$ cat config.mk
export PLATFORM = sky130hd
export DESIGN_NAME = fifo
export DESIGN_NICKNAME = d
export VERILOG_FILES = /design/src/rtl/fifo_pkg.sv /design/src/rtl/fifo_mem.sv /design/src/rtl/fifo.sv
export SDC_FILE = /design/constraint.sdc
export NUM_CORES = 1
export LEC_CHECK = 0
export CORE_MARGIN = 2
export CORE_UTILIZATION = 25
export DETAILED_ROUTE_END_ITERATION = 10
export SLEW_MARGIN = 20
export SYNTH_ARGS = -nofsm -noshare
export SYNTH_HDL_FRONTEND = slang
export SYNTH_HIERARCHICAL = 1
export SYNTH_SLANG_ARGS = --single-unit
$ cat constraint.sdc
create_clock -name clk -period 9.6 [get_ports clk]
set_input_delay 2.4 -clock clk [delete_from_list [all_inputs] [get_ports clk]]
set_output_delay 2.4 -clock clk [all_outputs]
set_load 0.03 [all_outputs]
$ cat src/rtl/fifo_pkg.sv
// Shared helpers for the FIFO: pointer width and wrapping pointer increment.
// Depths need not be powers of two, so wrap is an explicit compare.
package fifo_pkg;

  function automatic int ptr_w(input int depth);
    return (depth > 1) ? $clog2(depth) : 1;
  endfunction

  function automatic int ptr_inc(input int ptr, input int depth);
    return (ptr == depth - 1) ? 0 : ptr + 1;
  endfunction

endpackage

$ cat src/rtl/fifo_mem.sv
// QUEUE_SIZE x DWIDTH register array: one synchronous write port, one combinational read port.
// Contents are not reset; the FIFO pointers decide which entries are meaningful.
module fifo_mem
  import fifo_pkg::*;
#(
  parameter int DWIDTH     = 64,
  parameter int QUEUE_SIZE = 21,
  parameter int PW         = ptr_w(QUEUE_SIZE)
) (
  input  logic              clk,
  input  logic              we_i,
  input  logic [PW-1:0]     waddr_i,
  input  logic [DWIDTH-1:0] wdata_i,
  input  logic [PW-1:0]     raddr_i,
  output logic [DWIDTH-1:0] rdata_o
);

  logic [DWIDTH-1:0] mem_q [QUEUE_SIZE];

  always_ff @(posedge clk) begin
    if (we_i) mem_q[waddr_i] <= wdata_i;
  end

  assign rdata_o = mem_q[raddr_i];

endmodule

$ cat src/rtl/fifo.sv
// Single-clock first-word-fall-through FIFO: head word visible the cycle after it is written.
// Enqueue is refused while full (even with a concurrent pop); pops are ignored while empty.
module fifo
  import fifo_pkg::*;
#(
  parameter int DWIDTH     = 64,
  parameter int QUEUE_SIZE = 21
) (
  input  logic              clk,
  input  logic              rst,
  input  logic              in_enque_en,
  output logic              in_valid,
  input  logic [DWIDTH-1:0] in_data,
  input  logic              out_deque_en,
  output logic              out_valid,
  output logic [DWIDTH-1:0] out_data
);

  localparam int PW = ptr_w(QUEUE_SIZE);
  localparam int CW = $clog2(QUEUE_SIZE + 1);

  logic [PW-1:0]     wr_ptr_q, wr_ptr_d;
  logic [PW-1:0]     rd_ptr_q, rd_ptr_d;
  logic [CW-1:0]     count_q, count_d;
  logic              enq, deq;
  logic [DWIDTH-1:0] head_dat;

  assign in_valid  = (count_q != CW'(QUEUE_SIZE));
  assign out_valid = (count_q != '0);

  // Handshakes are qualified by the registered state, so full/empty gate both sides.
  assign enq = in_enque_en && in_valid;
  assign deq = out_deque_en && out_valid;

  always_comb begin
    wr_ptr_d = wr_ptr_q;
    rd_ptr_d = rd_ptr_q;
    count_d  = count_q;
    if (enq) wr_ptr_d = PW'(ptr_inc(int'(wr_ptr_q), QUEUE_SIZE));
    if (deq) rd_ptr_d = PW'(ptr_inc(int'(rd_ptr_q), QUEUE_SIZE));
    case ({enq, deq})
      2'b10:   count_d = count_q + CW'(1);
      2'b01:   count_d = count_q - CW'(1);
      default: count_d = count_q;
    endcase
  end

  always_ff @(posedge clk or negedge rst) begin
    if (!rst) begin
      wr_ptr_q <= '0;
      rd_ptr_q <= '0;
      count_q  <= '0;
    end else begin
      wr_ptr_q <= wr_ptr_d;
      rd_ptr_q <= rd_ptr_d;
      count_q  <= count_d;
    end
  end

  fifo_mem #(
    .DWIDTH     (DWIDTH),
    .QUEUE_SIZE (QUEUE_SIZE),
    .PW         (PW)
  ) u_mem (
    .clk     (clk),
    .we_i    (enq),
    .waddr_i (wr_ptr_q),
    .wdata_i (in_data),
    .raddr_i (rd_ptr_q),
    .rdata_o (head_dat)
  );

  // Stale storage must never leak out while the queue is empty.
  assign out_data = out_valid ? head_dat : '0;

endmodule

# Word-level counts from Yosys, hierarchy flattened
# Memory sizes are Yosys's and may differ from the RTL's.
# Cells that the tools add are included.
# classes
addsub	4
mux	6
eq_ne	5
reduce_logical	4
# ops
cell	count
64-bit 2-to-1 mux	1
5-bit by 1-bit adder with 5-bit output, second input constant	3
5-bit == test, second input constant	2
5-bit 2-to-1 mux	2
5-bit one-hot mux with 2 select lines	1
5-bit != test, second input constant	1
5-bit nonzero test	1
5-bit by 1-bit subtractor with 5-bit output, second input constant	1
2-bit by 1-bit == test with 1-bit output, second input constant	1
2-bit == test, second input constant	1
1-bit logical AND	2
1-bit 2-to-1 mux	2
2-bit nonzero test	1
# word_totals
inputBits	68
out_inout_bits	66
ramBits	1344
memories	1
register_bits	15
wordCells	23
# memory_table
name	depth	width	rd	rd_clocked_by_memory_dff	wr	line_no	rtl
u_mem.mem_q	21	64	1	0	1	fifo_mem.sv:18	logic [DWIDTH-1:0] mem_q [QUEUE_SIZE];

# Longest topological paths before layout
# Gate-level depths: netlist of run 1.
# depth
depth_word	4
ltp_mapped	10
depth_no_buf	10

# Hierarchy
# Netlist of run 1, hierarchy kept.
# by_module_without_submodules
module	area_each_um2	instances	cells_each	seq_area_each_um2
fifo_mem	51704.6	1	2596	40358.7
fifo	1375.1	1	170	375.4

# Least setup slack after synthesis of run 1
# No wires, ideal clock.
# synth_timing
path_type	input -> register
start	in in_enque_en
end	mem u_mem.mem_q[16][0] (enable)
required_ns	9.022
path_stages	5
setup_slack_ns	1.283
n_path_buf	0
t_arrival_ns	7.739
path_cell_list	o31ai_4 > inv_1 > nand2_1 > or2_2 > nor3b_1
# synth_between
elab_chain_cells	3
# synth_rtl
item	line_no	rtl
start: declaration	fifo.sv:11	input logic in_enque_en,
1-bit logical AND	fifo.sv:32	assign enq = in_enque_en && in_valid;
net enq	fifo.sv:25	logic enq, deq;
1-bit 2-to-1 mux	fifo_mem.sv:21	if (we_i) mem_q[waddr_i] <= wdata_i;
1-bit 2-to-1 mux (implied by the code)	fifo_mem.sv:21	
end: declaration	fifo_mem.sv:18	
# The timed path passes the listed nets, and every way through them passes these cells.

# Final worst setup path of run 1
# layout_timing
start	reg rd_ptr_q[2]
end	out out_data[5]
# layout_between
elab_chain_cells	2
# layout_rtl
item	line_no	rtl
start: declaration	fifo.sv:23	logic [PW-1:0] rd_ptr_q, rd_ptr_d;
start signal: assignment	fifo.sv:55	rd_ptr_q <= rd_ptr_d;
memory 21 x 64 bit	-	
net head_dat[5]	fifo.sv:26	logic [DWIDTH-1:0] head_dat;
64-bit 2-to-1 mux	fifo.sv:74	assign out_data = out_valid ? head_dat : '0;
end: declaration	fifo.sv:16	output logic [DWIDTH-1:0] out_data
# The timed path passes the listed nets, and every way through them passes these cells.

==> flow_summary.json, run 1 <==
{
  "status": "finished, final reports clean",
  "drt-initial-drc-count": 2781,
  "wl_per_cell_um": 23.6,
  "critical_path_class": "reg -> out",
  "rsz0062_at_grt": "false",
  "grt_overflow": 0,
  "synth-seq-area-share": 0.767,
  "synth_area_per_cell_um2": 19.2,
  "hold_class": "reg -> reg",
  "skew_ns": 0.0282,
  "cts_resized": 0,
  "syn_to_final_growth_pct": 16.5,
  "ant_nets": 0,
  "initial_utilization": 0.251,
  "cts_root_buf": "clkbuf_16",
  "synth_edf_count": 1344,
  "layout_min_cycle_time_ns": 7.65,
  "core_area_um2": 212000,
  "dp_slack_ns": 2.67,
  "path_max_fanout": 57,
  "ir_drop_mv": 0.235,
  "fp.dieW_um": 465,
  "async_flop_share": 0.0110,
  "hold_buffers": 0,
  "drive_gt1_frac": 0.158,
  "stdcell_count": 5858,
  "setup_violations": 0,
  "nets": 3016,
  "vias_per_cell": 4.62,
  "h-tree-depth": 4,
  "worstPathArrival_ns": 5.25,
  "clk_latency_ns": 0.75,
  "yosysUniqueCellTypes": 49,
  "rows": 169,
  "seqPwrFrac": 0.399,
  "vias": 27100,
  "holdWs_ns": 0.591,
  "die_h_um": 465,
  "endpoint_kind": "primary output",
  "switching_share": 0.341,
  "antenna_found_initial": 26,
  "startpoint_type": "flop",
  "fin_ws_ns": 1.95,
  "maxCapViolations": 0,
  "worst_pin_slew_ns": 1.09,
  "hpwl_um": 69300,
  "dp_cells": 5622,
  "port_buffers": 133,
  "total_switching_power_w": 0.00621,
  "power.leakage_nw": 19.5,
  "cts_buffers": 131,
  "grt_pass1_wl_um": 196000,
  "fin_crit_sh": 0.797,
  "max_slew_margin": 0.275,
  "numClockSinks": 1359,
  "die_area_um2": 216000,
  "gr-usage-all-layers": 0.125,
  "cts_setup_buffers": 0,
  "first_pass_iters": 5,
  "synth_seq_cells": 1359,
  "combPwrFrac": 0.332,
  "finalSetupTns_ns": 0,
  "cts_buffer_depth": 3,
  "synth_warnings": 6,
  "final-hold-violation-count": 0,
  "netlist_instances": 2766,
  "synth_flop_cell": "edfxtp_1",
  "synth_fp_nets": 2843,
  "io_pins": 134,
  "grt_max_degree": 120,
  "power.share.clock": 0.268,
  "gp_congestion": 0.718,
  "drc_errors": 0,
  "cts_tree": "yes",
  "required_ns": 7.20,
  "wl_um": 138000,
  "slew_viol_final": 0,
  "syn_area_um2": 53100,
  "grt_pass1_vias": 27000,
  "intPower_w": 0.0120,
  "fmax_ghz": 0.131,
  "clk_pin_slew_ns": 0.06,
  "power_density_nw_per_um2": 295
}
sequential cells by signal, summed over array words and instances (netlist names):
| signal | flops |
|---|---|
| count_q | 5 |
| rd_ptr_q | 5 |
| u_mem/mem_q | 1344 |
| wr_ptr_q | 5 |
final timing paths:
| kind | start | endpoint | slack (ns) | depth (start not counted) |
|---|---|---|---|---|
| min in group asynchronous | rst | count_q[2]$_DFFE_PN0P_ | 2.12 | 1 |
| min | count_q[0]$_DFFE_PN0P_ | count_q[0]$_DFFE_PN0P_ | 0.59 | 1 |
| max reg2reg | count_q[4]$_DFFE_PN0P_ | u_mem/mem_q[7][54]$_DFFE_PP_ | 5.84 | 6 |
| max in group asynchronous | rst | rd_ptr_q[2]$_DFFE_PN0P_ | 6.85 | 1 |
| max | rd_ptr_q[2]$_DFFE_PN0P_ | out_data[5] | 1.95 | 7 |
| min reg2reg | count_q[0]$_DFFE_PN0P_ | count_q[0]$_DFFE_PN0P_ | 0.59 | 1 |
cells by family after synthesis:
family	Yosys count	share of synthesized area
flops	1359	0.767
fa+ha+maj	9	0.00226
simple gates	440	0.0406
buf+inv	166	0.0184
xor+xnor	3	0.000495
mux	571	0.142
compound gates	218	0.0291
power by group through the flow:
stage | combinational, W | clock [W] | sequential [W]
2_1_floorplan | 0.00405 | 0 | 0.00721
3_3_place_gp | 0.00613 | 0 | 0.00740
3_5_place_dp | 0.00613 | 0 | 0.00742
4_1_cts | 0.00616 | 0.00500 | 0.00729
5_1_grt | 0.00646 | 0.00523 | 0.00732
6_report | 0.00606 | 0.00489 | 0.00728
cell type report:
| cell class | count | area, um2 |
|---|---|---|
| tap | 2821 | 3530 |
| fill | 20600 | 150000 |
| multi-input combinational | 1241 | 11600 |
| sequential | 1359 | 40700 |
| clock inverter | 58 | 432 |
| inverter | 9 | 33.8 |
| antenna | 4 | 10.0 |
| timing repair buffer | 197 | 1970 |
| clock buffer | 169 | 3560 |
stage by stage:
| stage | instance area [um2] | utilization | total power (W) |
|---|---|---|---|
| final | 61800 | 0.292 | 0.0182 |
| after detailed placement | 57700 | 0.273 | 0.0135 |
| after floorplan | 53100 | - | 0.0113 |
| after CTS | 61700 | 0.292 | 0.0184 |
| after global routing | 61800 | 0.292 | 0.0190 |
| after global placement | 57700 | 0.273 | 0.0135 |
cell usage after synthesis (6+ instances only):
library cell / number / area share
clkbuf_1: 67 / 0.0047
buf_2: 22 / 0.0021
o21ai_0: 56 / 0.0053
edfxtp_1: 1344 / 0.76
mux2_2: 64 / 0.014
a221oi_1: 59 / 0.0097
ha_1: 8 / 0.0019
mux4_2: 138 / 0.059
buf_12: 6 / 0.0023
o21ai_1: 24 / 0.0023
nand4_1: 60 / 0.0071
buf_4: 36 / 0.0051
and2_1: 65 / 0.0077
nand2_1: 191 / 0.014
nand3_1: 68 / 0.0064
a22oi_1: 59 / 0.0083
inv_1: 9 / 0.00064
nor2b_1: 6 / 0.00071
buf_6: 9 / 0.0019
buf_1: 14 / 0.00099
nor2_1: 25 / 0.0018
mux2i_1: 369 / 0.070
dfrtp_1: 15 / 0.0071
critical path: stages, from the launching register on:
cell and delay (ns):
dfrtp_4 0.99, buf_4 0.77, buf_4 0.83, mux4_2 0.41, o21ai_0 0.21, nand3_1 0.32
and2_1 0.25, clkdlybuf4s50_1 0.59
layer usage:
metal	up-vias	track usage	part of all wire
met2	877	0.206	0.49
met3	193	0.0224	0.059
li1	11500	-	-
met1	14500	0.168	0.43
met5	-	0	0.00067
met4	16	0.0344	0.020
placed cells by master (no fill, tap or decap), drive strengths merged, types with 4 or more instances in the layout:
| cell | instances |
|---|---|
| edfxtp | 1344 |
| mux2i | 369 |
| nand2 | 191 |
| clkbuf | 169 |
| mux4 | 138 |
| clkdlybuf4s50 | 133 |
| o21ai | 80 |
| nand3 | 68 |
| and2 | 65 |
| mux2 | 64 |
| buf | 64 |
| nand4 | 60 |
| a22oi | 59 |
| a221oi | 59 |
| clkinv | 48 |
| nor2 | 25 |
| dfrtp | 15 |
| inv | 14 |
| ha | 8 |
| nor2b | 6 |
| a2bb2oi | 5 |
| a32oi | 5 |
| diode | 4 |
| nand3b | 4 |
| or3 | 4 |
No activity file was read; power rests on OpenSTA's default activity.
==> inputs of run 2 (changes only) <==
clock period = 7.2 ns   (was 9.6 ns; I/O delays follow)
==> run 2 against run 1 <==
Against the previous run:
- critical path type unchanged
- combinational power rose by 35%
- worst hold slack improved by 0.012 ns
- clock power rose by 30%
- core utilization barely moved
==> flow_summary.json, run 2 (synthesis gave the netlist of run 1 again) <==
{
  "numClockSinks": 1359,
  "initial_utilization": 0.251,
  "busiest_layer": "met2",
  "skew_ns": 0.0231,
  "grt_pass1_vias": 26900,
  "largest_register_ffs": 1344,
  "hpwl_um": 73400,
  "power_density_nw_per_um2": 391,
  "ant_nets": 0,
  "first_pass_iters": 6,
  "hold_class": "reg -> reg",
  "finalSetupTns_ns": 0,
  "vias_per_cell": 4.62,
  "layout_common_cells": "1344 x edfxtp_1, 369 x mux2i_1, 190 x nand2_1",
  "path_max_fanout": 48,
  "wl_per_cell_um": 23.4,
  "drive_gt1_frac": 0.163,
  "antenna_found_initial": 22,
  "stdcell_area_um2": 61900,
  "max_slew_margin": 0.263,
  "rows": 169,
  "core_area_um2": 212000,
  "die_area_um2": 216000,
  "cts_resized": 0,
  "required_ns": 5.40,
  "fin_crit_sh": 0.875,
  "cts_root_buf": "clkbuf_16",
  "critical_path_class": "reg -> out",
  "layout_min_cycle_time_ns": 6.30,
  "syn_to_final_growth_pct": 16.6,
  "gr-usage-all-layers": 0.124,
  "min_from": "count_q[0]$_DFFE_PN0P_",
  "regToRegStartpoint": "count_q[0]$_DFFE_PN0P_",
  "grt_pass1_wl_um": 196000,
  "clk_latency_ns": 0.74,
  "grt_max_degree": 72,
  "die_h_um": 465,
  "fmax_ghz": 0.159,
  "gp_congestion": 0.716,
  "setup_violations": 0,
  "h-tree-depth": 3,
  "maxCapViolations": 0,
  "worstPathArrival_ns": 4.50,
  "drt-initial-drc-count": 2931,
  "gr-usage-met2": 0.191,
  "reg2reg_to": "u_mem/mem_q[2][54]$_DFFE_PP_",
  "clk_pin_slew_ns": 0.07,
  "grt_overflow": 0,
  "cts_setup_buffers": 0,
  "groute.layer.met1.usage": 0.179,
  "wl_um": 137000,
  "startpoint_type": "flop",
  "worst-r2r-setup-slack_ns": 3.81,
  "placed_area_um2": 58100,
  "cts_buffers": 120,
  "power.leakage_nw": 19.5,
  "worst_pin_slew_ns": 1.11,
  "status": "finished, final reports clean",
  "endpoint": "out_data[44]",
  "cts_buffer_depth": 3,
  "vias": 27200,
  "total_power_w": 0.0242,
  "fp.dieW_um": 465,
  "nets": 3024,
  "slew_viol_final": 0,
  "hold_buffers": 0,
  "port_buffers": 133,
  "endpoint_kind": "primary output",
  "rsz0062_at_grt": "false",
  "regMostFlops": "u_mem/mem_q",
  "ir_drop_mv": 0.264,
  "drc_errors": 0,
  "met3_usage": 0.0228,
  "cp-startpoint": "rd_ptr_q[0]$_DFFE_PN0P_",
  "io_pins": 134,
  "final_common_cell": "edfxtp_1",
  "ff2ff_path_depth": 6,
  "cts_tree": "yes",
  "final-hold-violation-count": 0
}
==> run 2: cell types whose count changed in the layout (fill, tap and decap cells not counted), sizes merged <==
cell,change
buf,+19
bufinv,+6
clkbuf,-14
clkinvlp,+2
diode,+6
inv,+3
==> run 2: worst min-delay path by stage <==
stage / end / cells past startpoint
detailed placement: count_q[0]$_DFFE_PN0P_ / 1
CTS: count_q[0]$_DFFE_PN0P_ / 1
global route: count_q[0]$_DFFE_PN0P_ / 1
global placement: count_q[0]$_DFFE_PN0P_ / 1
finish: count_q[0]$_DFFE_PN0P_ / 1
floorplan: rd_ptr_q[4]$_DFFE_PN0P_ / 1
==> run 2: area by class of cell <==
class	count	area [um2]
fill	20600	150000
sequential	1359	40700
multi-input combinational	1241	11600
tap	2821	3530
clock buffer	155	3190
timing repair buffer	216	2170
clock inverter	69	618
inverter	9	33.8
antenna	10	25.0
==> run 2: per-layer routing <==
metal	share of wire	vias to the layer above	wire length (um)
li1	-	11600	-
met1	0.46	14500	62700
met2	0.46	930	63400
met3	0.064	172	8810
met4	0.018	12	2530
met5	0.00057	-	78
==> run 2: metrics by stage <==
stage          instances   util  setup WS (ns)  hold WS, ns
6_report            5880  0.292          0.901        0.603
5_1_grt             5874  0.292          0.630        0.638
4_1_cts             5870  0.292          0.771        0.601
3_5_place_dp        5646  0.274           1.58        0.595
3_3_place_gp        5646  0.274           1.61        0.580
2_1_floorplan       2766      -           1.55        0.492
==> run 2: critical path: stages, from the launching register on <==
cell	delay, ns
dfrtp_4	1.14
buf_4	0.82
mux4_2	0.59
mux2_2	0.27
nand2_1	0.06
nand3_1	0.09
and2_1	0.15
clkdlybuf4s50_1	0.59
==> run 2: report_power, final <==
part | total (W) | switching, W | internal [W]
Clock | 0.00634 | 0.00289 | 0.00345
Combinational | 0.00818 | 0.00497 | 0.00321
Sequential | 0.00967 | 0.000393 | 0.00928
Total | 0.0242 | 0.00825 | 0.0159
